**src/rtl/music_control_pkg.sv**
```systemverilog
// Shared types and constants for the music_control record/playback sequencer.
// Holds the FSM state enumeration, the slot count and the default tick lengths.
package music_pkg;

  typedef enum logic [2:0] {
    IDLE,
    CLEAR,
    RECORD,
    FETCH,
    HOLD
  } state_t;

  localparam int NUM_SLOTS = 16;
  localparam int SLOT_W    = 4;

  localparam int unsigned NOTE_TICKS_DEF  = 12_500_000;
  localparam int unsigned CLEAR_TICKS_DEF = 19_200;
  localparam int unsigned FETCH_TICKS_DEF = 2;

endpackage

```
**src/rtl/music_control_key_edge.sv**
```systemverilog
// key_edge: rising-edge detector for one synchronized button/level input.
// Ports: clk, reset (sync, active-high), level in; rise out (one-cycle event).
module key_edge (
  input  logic clk,
  input  logic reset,
  input  logic level,
  output logic rise
);

  logic prev;
  logic armed;

  // armed stays low for the first cycle after reset, so a level
  // held through reset release only loads history, never fires.
  always_ff @(posedge clk) begin
    if (reset) begin
      prev  <= 1'b0;
      armed <= 1'b0;
    end else begin
      prev  <= level;
      armed <= 1'b1;
    end
  end

  assign rise = armed & level & ~prev;

endmodule

```
**src/rtl/music_control.sv**
```systemverilog
// music_control: record/playback sequencer FSM for a 16-slot note memory.
// Ports: clk, reset (sync, active-high); rec_btn, play_btn, stop_btn,
//   clear_btn, note_valid in; ld_note, ld_play, note_counter[3:0], clear,
//   display_note, mute, busy out.
// Build option: define LOOP_PLAY_EN to loop playback after slot 15;
//   otherwise playback stops in IDLE after the last slot.
module music_control
  import music_pkg::*;
#(
  parameter int unsigned NOTE_TICKS  = NOTE_TICKS_DEF,
  parameter int unsigned CLEAR_TICKS = CLEAR_TICKS_DEF,
  parameter int unsigned FETCH_TICKS = FETCH_TICKS_DEF
) (
  input  logic              clk,
  input  logic              reset,
  input  logic              rec_btn,
  input  logic              play_btn,
  input  logic              stop_btn,
  input  logic              clear_btn,
  input  logic              note_valid,
  output logic              ld_note,
  output logic              ld_play,
  output logic [SLOT_W-1:0] note_counter,
  output logic              clear,
  output logic              display_note,
  output logic              mute,
  output logic              busy
);

  localparam logic [31:0] CLR_LAST = 32'(CLEAR_TICKS - 1);
  localparam logic [31:0] FET_LAST = 32'(FETCH_TICKS - 1);
  localparam logic [31:0] NOT_LAST = 32'(NOTE_TICKS - 1);
  localparam logic [SLOT_W-1:0] SLOT_LAST = SLOT_W'(NUM_SLOTS - 1);

  state_t state, state_d;
  logic [31:0] tick, tick_d;
  logic [SLOT_W-1:0] slot_d;
  logic [SLOT_W-1:0] wcnt, wcnt_d;
  logic ld_note_d;

  logic rec_ev, play_ev, stop_ev, clear_ev, nv_ev;
  logic stop_hit, clear_hit, play_hit, rec_hit;

  key_edge u_rec (
    .clk(clk), .reset(reset), .level(rec_btn), .rise(rec_ev)
  );
  key_edge u_play (
    .clk(clk), .reset(reset), .level(play_btn), .rise(play_ev)
  );
  key_edge u_stop (
    .clk(clk), .reset(reset), .level(stop_btn), .rise(stop_ev)
  );
  key_edge u_clear (
    .clk(clk), .reset(reset), .level(clear_btn), .rise(clear_ev)
  );
  key_edge u_note (
    .clk(clk), .reset(reset), .level(note_valid), .rise(nv_ev)
  );

  // One winner per cycle: stop > clear > play > rec.
  assign stop_hit  = stop_ev;
  assign clear_hit = clear_ev & ~stop_ev;
  assign play_hit  = play_ev & ~stop_ev & ~clear_ev;
  assign rec_hit   = rec_ev & ~stop_ev & ~clear_ev & ~play_ev;

  always_comb begin
    state_d   = state;
    slot_d    = note_counter;
    wcnt_d    = wcnt;
    ld_note_d = 1'b0;
    unique case (state)
      IDLE: begin
        unique case (1'b1)
          clear_hit: state_d = CLEAR;
          play_hit:  state_d = FETCH;
          rec_hit:   state_d = RECORD;
          default:   state_d = IDLE;
        endcase
      end
      CLEAR: begin
        if (tick == CLR_LAST) state_d = IDLE;
      end
      RECORD: begin
        if (stop_hit) begin
          state_d = IDLE;
        end else if (nv_ev) begin
          ld_note_d = 1'b1;
          wcnt_d    = wcnt + 1'b1;
          if (wcnt == SLOT_LAST) state_d = IDLE;
        end
      end
      FETCH: begin
        if (stop_hit)             state_d = IDLE;
        else if (clear_hit)       state_d = CLEAR;
        else if (tick == FET_LAST) state_d = HOLD;
      end
      HOLD: begin
        if (stop_hit) begin
          state_d = IDLE;
        end else if (clear_hit) begin
          state_d = CLEAR;
        end else if (tick == NOT_LAST) begin
          slot_d  = note_counter + 1'b1;
          state_d = FETCH;
`ifdef LOOP_PLAY_EN
`else
          if (note_counter == SLOT_LAST) state_d = IDLE;
`endif
        end
      end
      default: state_d = IDLE;
    endcase
    if (state_d != RECORD) wcnt_d = '0;
    if (state_d == IDLE || state_d == CLEAR) slot_d = '0;
    // Tick counter restarts on every state entry.
    tick_d = (state_d != state) ? 32'd0 : tick + 32'd1;
  end

  always_ff @(posedge clk) begin
    if (reset) begin
      state        <= IDLE;
      tick         <= '0;
      note_counter <= '0;
      wcnt         <= '0;
      ld_note      <= 1'b0;
    end else begin
      state        <= state_d;
      tick         <= tick_d;
      note_counter <= slot_d;
      wcnt         <= wcnt_d;
      ld_note      <= ld_note_d;
    end
  end

  assign ld_play      = (state == FETCH) || (state == HOLD);
  assign clear        = (state == CLEAR);
  assign display_note = (state == RECORD);
  assign mute         = (state != HOLD);
  assign busy         = (state != IDLE);

endmodule
```
**config.mk**
```make
export PLATFORM = sky130hd
export DESIGN_NAME = music_control
export DESIGN_NICKNAME = d
export VERILOG_FILES = /design/src/rtl/music_control_pkg.sv /design/src/rtl/music_control_key_edge.sv /design/src/rtl/music_control.sv
export SDC_FILE = /design/constraint.sdc
export NUM_CORES = 1
export LEC_CHECK = 0
export CELL_PAD_IN_SITES_DETAIL_PLACEMENT = 2
export CELL_PAD_IN_SITES_GLOBAL_PLACEMENT = 2
export CORE_AREA = 2 2 92 94
export CTS_CLUSTER_DIAMETER = 60
export CTS_CLUSTER_SIZE = 20
export DETAILED_ROUTE_END_ITERATION = 16
export DIE_AREA = 0 0 94 96
export GPL_TIMING_DRIVEN = 0
export HOLD_SLACK_MARGIN = 0.12
export PLACE_DENSITY = 0.71
export SLEW_MARGIN = 20
export SYNTH_ARGS = -nofsm -noshare
export SYNTH_HDL_FRONTEND = slang
export SYNTH_SLANG_ARGS = --single-unit
```
**constraint.sdc**
```tcl
create_clock -name clk -period 2.4 [get_ports clk]
set_clock_uncertainty 0.05 [all_clocks]
set_input_delay 0.24 -clock clk [delete_from_list [all_inputs] [get_ports clk]]
set_output_delay 0.24 -clock clk [all_outputs]
set_load 0.02 [all_outputs]
```
==> metrics, run 1 <==
fin worst setup slack -0.198 ns; Routed Antenna Nets 0; final clock period utilization by the worst path 108%; Setup crit start kind flop; hold slack between 0.4 and 0.5 ns; pre-CTS setup slack -0.642 ns; DP HPWL a little under 5000 µm; FF-to-FF Start tick[10]$_SDFF_PP0_; Total GRT Usage 17.7%; routability-driven placement congestion ratio about 0.8; Cells after Synth approximately 290; H-Tree Depth 2; top cells by area, synth dfxtp_1 38%, nor3_2 11%, xor2_1 6.6%, xnor2_1 5.3%, nand4_1 3.5%; min-delay worst type flop to flop; Starting Density 33.0%; clk buf depth 2; leading cell types in the layout, fill and taps excluded 40 x dfxtp_1, 36 x nor3_2, 23 x nand2_1; Slew Viols, Final 0; initial antenna violation count 0; DIE HEIGHT ~96 µm; critical path fanouts, max 10; Max IR drop VDD 0.229 mV; Routed WL 7460 µm; Yosys cell types 44; Setup CP Type flop to flop; GR Layer Usage met1 23.3%; Req. time, crit path 2.60 ns; Post-DP Area between 2000 and 3000 µm²; final hold vios 0; Critical Path AT approximately 2.8 ns; Root Driver clkbuf_8; Crit. End Element flop; pwr dens around 520 nW/µm²; share of layout cells above drive strength 1 between 30% and 40%; global-route met3 utilization under 10%; design area between 3000 and 4000 µm²; Vias/cell approximately 5.3; Seq cells post-synth 50; Site Rows 33; hold path start wcnt[1]$_SDFFE_PP0P_; CTS clk-pin slew, worst paths about 0.11 ns; RSZ-0062 raised after global routing yes; syn_nets 297; final net count ~340; final period demand of the worst path ~2.6 ns; vias in the first global route ~2400; area of the mapped netlist roughly 2700 µm²; post-synth top area share between 30 and 40%; outcome finished, violations left; DRC viols 0; CTS Buf Count 5; Avg WL per Cell around 17 µm; Max-Cap Viols 0; Top Ports 17; setup violators final 32; syn_area_per_cell between 9 and 10 µm²; actual slew at the worst max-slew pin around 0.54 ns; die area between 9000 and 10000 µm²; Max Freq between 0.3 and 0.4 GHz; failing checks negative setup slack; Area Overhead vs Synth 27.4%; CTS sink cnt 50; Synthesis Warnings 0; sequential area share after synthesis approximately 38%; CP startpoint tick[10]$_SDFF_PP0_; CTS Hold Bufs 0; cell taking the most area after synthesis dfxtp_1; First-pass DRT Iterations 4; grt peak-use layer met2; setup tns final -5.74 ns; antenna cells 0; TritonCTS clock tree done; GRT Residual Overflow 0; max_slew headroom between 60% and 70%; number of DRC markers in iteration 0 70; Clk Latency, worst-skew pair between 0.3 and 0.4 ns; PortBufs 16; commonest non-fill, non-tap cell in the layout dfxtp_1; Die Wd approximately 94 µm; via count 2259; first-pass GRT wire length roughly 12000 µm; Core Area 8050 µm²; grt met2 use 30.2%; largest net degree at the start of global routing 16; Pleak roughly 0.0011 µW
through the flow:
step	power (µW)	instances	util, %
6_report	1770	430	42.1
5_1_grt	1850	430	42.1
4_1_cts	1760	426	40.3
3_5_place_dp	1190	407	36.6
3_3_place_gp	1180	407	36.6
2_1_floorplan	1100	286	-
cells in the mapped netlist:
cell	count
clkbuf_1	2
nor4_1	5
nand2b_1	5
nor3_2	30
nor2_2	1
mux2i_1	1
buf_2	4
a21oi_1	6
or3_1	3
a311oi_2	1
nor4_2	2
a32oi_1	1
buf_6	1
a31o_1	1
a41o_1	1
ha_1	4
nand4b_1	1
nor2b_1	7
o21ai_0	3
xor2_1	20
nand4_1	15
nand3_2	1
nand2_1	23
mux2_4	1
a21o_1	1
xnor2_1	16
buf_12	3
inv_1	6
nor3_1	15
dfxtp_1	50
nor4_4	1
or2b_1	1
o21a_1	2
nand3_1	18
and4_1	2
nor2_1	20
nand4bb_1	1
nor3b_1	3
and3b_1	1
or4_1	1
o31ai_1	2
or3b_1	1
or2_1	1
and3_1	2
layout make-up:
class	instances	area, µm²
buffer	8	91.3
clock buffer	6	82.6
clock inverter	2	12.5
fill	881	4670
inverter	6	22.5
multi-input combinational	220	1730
sequential	50	1020
tap	105	131
timing repair buffer	33	299
registers in the layout (all words and copies together), names as in the netlist:
| signal | cells |
|---|---|
| note_counter | 4 |
| ld_note | 1 |
| state | 3 |
| u_stop.prev | 1 |
| tick | 32 |
| u_rec.armed | 1 |
| wcnt | 4 |
| u_note.prev | 1 |
| u_play.prev | 1 |
| u_clear.prev | 1 |
| u_rec.prev | 1 |
worst max-delay path: stages (launching register included):
cell	delay, ns
dfxtp_4	0.38
nor4_4	0.38
nand2_1	0.17
nor4_4	0.37
nor3_2	0.07
a311oi_2	0.35
mux2_4	0.40
buf_12	0.17
nor3_2	0.17
cells by family after synthesis:
logic type,after synthesis,synth area share [%]
buffers and inverters,16,4.57
adder cells (fa/ha/maj),4,1.88
multiplexers,2,0.941
AO/OA/AOI/OAI,18,4.71
flip-flops,50,37.7
XOR/XNOR,36,11.9
AND/OR/NAND/NOR,160,38.4
power breakdown:
part | switching [µW] | internal [µW]
clock network | 310 | 233
registers | 16.2 | 844
logic | 209 | 155
routing by layer:
metal  share of wire, %  wire [µm]  vias up
met1                 46       3460     1137
met4                1.1         80        0
met2                 50       3740       24
met5                  0          0        -
met3                2.3        174        6
li1                   -          -     1092
worst paths after layout:
path                            depth (start not counted)  slack [ns]                    to
worst max-delay path                                    8       -0.20   tick[25]$_SDFF_PP0_
worst min-delay path                                    2        0.44  wcnt[1]$_SDFFE_PP0P_
worst max register to register                          8       -0.20   tick[25]$_SDFF_PP0_
worst min register to register                          2        0.44  wcnt[1]$_SDFFE_PP0P_
timing repair:
action / in CTS / in global routing
buffers inserted: 13 / 4
pin swaps: 7 / 9
gates cloned: 0 / 0
gates resized for setup: 28 / 26
setup endpoints to repair: 41 / 40
(Power assumes the default switching activity.)
==> inputs of run 2 (changes only) <==
--- a/config.mk
+++ b/config.mk
@@ -12,7 +12,7 @@
 export CTS_CLUSTER_SIZE = 20
 export DETAILED_ROUTE_END_ITERATION = 16
 export DIE_AREA = 0 0 94 96
-export GPL_TIMING_DRIVEN = 0
+export GPL_ROUTABILITY_DRIVEN = 0
 export HOLD_SLACK_MARGIN = 0.12
 export PLACE_DENSITY = 0.71
 export SLEW_MARGIN = 20
==> run 2 against run 1 <==
The run still ends with negative setup slack left. Maximum frequency is 1.4% lower. Critical endpoint is now tick[21]$_SDFF_PP0_. Critical path type unchanged. Highest routed layer unchanged. Die area stayed put. Via count is 12% higher. Flip-flop and latch count unchanged. Worst setup slack got worse by 0.037 ns. Utilization grew 6.5 points.
==> metrics, run 2 (synthesis results as in run 1) <==
outcome finished, violations left (unchanged); failing checks negative setup slack (unchanged); number of DRC markers in iteration 0 51 (was 70); Biggest register tick (unchanged); antenna cells 0 (unchanged); leading cell types in the layout, fill and taps excluded 63 x buf_4, 41 x dfxtp_1, 28 x nor3_2 (was 40 x dfxtp_1, 36 x nor3_2, 23 x nand2_1); Setup CP Type flop to flop (unchanged); Largest register FFs 32 (unchanged); Setup crit start kind flop (unchanged); Finished Core Util 48.5% (was 42.1%); Largest regs tick: 32 flops, note_counter: 4 flops, wcnt: 4 flops (unchanged); pwr dens 477 nW/µm² (was 522 nW/µm²); part of the power in registers 46.1% (was 48.7%); final period demand of the worst path 2.63 ns (was 2.60 ns); DRC viols 0 (unchanged); Max-Cap Viols 0 (unchanged); Req. time, crit path 2.58 ns (was 2.60 ns); commonest non-fill, non-tap cell in the layout buf_4 (was dfxtp_1); DP HPWL 5920 µm (was 4970 µm); PortBufs 16 (unchanged); Starting Density 33.0% (unchanged); critical path fanouts, max 5 (was 10); setup violators final 36 (was 32); Pint 1270 µW (was 1230 µW); final clock period utilization by the worst path 110% (was 108%); Final Non-Filler Cells 479 (was 430); setup tns final -4.77 ns (was -5.74 ns); Switching Share 31.9% (was 30.3%); Top Ports 17 (unchanged); Clk Latency, worst-skew pair 0.31 ns (was 0.32 ns); First-pass DRT Iterations 4 (unchanged); GRT Residual Overflow 0 (unchanged); Area Overhead vs Synth 47.0% (was 27.4%); TritonCTS clock tree done (unchanged); pre-CTS setup slack -0.328 ns (was -0.642 ns); die area 9020 µm² (unchanged); Critical Path AT 2.81 ns (was 2.79 ns); number of cells after detailed placement 453 (was 407); CTS Buf Count 5 (unchanged); clk buf depth 2 (unchanged); Avg WL per Cell 21.4 µm (was 17.3 µm); Root Driver clkbuf_8 (unchanged); Max Freq 0.380 GHz (was 0.385 GHz); Pleak 0.00146 µW (was 0.00114 µW); Crit. End Element flop (unchanged); H-Tree Depth 2 (unchanged); DIE HEIGHT 96 µm (unchanged); Vias/cell 5.26 (was 5.25); Routed WL 10300 µm (was 7460 µm); Max IR drop VDD 0.241 mV (was 0.229 mV); Comb pwr share 25.9% (was 20.6%); actual slew at the worst max-slew pin 0.600 ns (was 0.542 ns); initial antenna violation count 0 (unchanged); Slew Viols, Final 0 (unchanged); Psw 594 µW (was 536 µW); vias in the first global route 2682 (was 2376); max_slew headroom 59.7% (was 63.8%); final hold vios 0 (unchanged); via count 2520 (was 2259); Site Rows 33 (unchanged); Die Wd 94 µm (unchanged); largest net degree at the start of global routing 20 (was 16); clock share of power 28.0% (was 30.7%); final net count 384 (was 335); fin worst setup slack -0.235 ns (was -0.198 ns); CTS sink cnt 50 (unchanged); RSZ-0062 raised after global routing yes (unchanged); Total GRT Usage 19.7% (was 17.7%); CTS clk-pin slew, worst paths 0.10 ns (was 0.11 ns); share of layout cells above drive strength 1 41.7% (was 32.0%); Core Area 8050 µm² (unchanged); Routed Antenna Nets 0 (unchanged); min-delay worst type primary input to flop (was flop to flop); first-pass GRT wire length 13800 µm (was 12400 µm); filler cell count 865 (was 881)
==> run 2: cell count changes in the layout (fill, tap and decap cells not counted), moves of 2 or more <==
cell and change:
clkbuf_16 +3, nor3_1 +3, nor3_2 -8, nand3_2 -3, buf_4 +46, nor3_4 +5
nand3_4 +2
==> run 2: metrics by stage <==
step	power (µW)	hold slack [ns]	instance area, µm²
final	1860	0.451	3910
after detailed placement	1210	0.448	3330
after CTS	1760	0.442	3520
after floorplan	1100	0.262	2660
after global routing	1940	0.454	3910
after global placement	1200	0.418	3330
==> run 2: worst paths after layout <==
check	from	end	slack, ns	cells past startpoint
worst max-delay path	tick[21]$_SDFF_PP0_	tick[21]$_SDFF_PP0_	-0.23	9
worst min register to register	wcnt[1]$_SDFFE_PP0P_	wcnt[1]$_SDFFE_PP0P_	0.46	2
worst min-delay path	clear_btn	u_clear.prev$_SDFF_PP0_	0.45	2
worst max register to register	tick[21]$_SDFF_PP0_	tick[21]$_SDFF_PP0_	-0.23	9
==> run 2: timing repair <==
| item | in CTS | in global routing |
|---|---|---|
| endpoints found under the setup margin | 36 | 40 |
| pin swaps | 5 | 22 |
| buffers inserted | 5 | 11 |
| gates resized for setup | 13 | 48 |
| hold buffers | 0 | 0 |
| gates cloned | 0 | 4 |
==> run 2: final cells by class <==
| type | count | area [µm²] | area share, % |
|---|---|---|---|
| well taps | 105 | 131 | 3.36 |
| repair buffers | 90 | 833 | 21.3 |
| clock inverters | 3 | 21.3 | 0.544 |
| multi-input cells | 220 | 1810 | 46.4 |
| inverters | 6 | 25.0 | 0.640 |
| clock buffers | 5 | 68.8 | 1.76 |
| flip-flops and latches | 50 | 1010 | 26.0 |
==> run 2: power by group through the flow <==
stage                     combinational [µW]  clock (µW)  sequential, µW
after global routing                     505         576             863
after CTS                                352         545             860
after global placement                   328           0             874
after floorplan                          225           0             875
final                                    483         521             860
after detailed placement                 334           0             875
==> run 2: worst max-delay path: stages (launching register included) <==
cell and delay, ns:
dfxtp_2 0.36, nor4_4 0.28, buf_4 0.19, nand3_4 0.11, nor4_4 0.36, o21ai_2 0.10, a311oi_2 0.28, mux2_4 0.40
clkbuf_16 0.19, nor3_2 0.22
==> run 2: per-layer routing <==
layer	vias to the layer above	routed length (µm)	track usage (%)
met1	1275	4270	24.3
met3	19	234	3.05
met4	0	325	4.47
met5	-	0	0
li1	1188	-	-
met2	38	5420	36.3
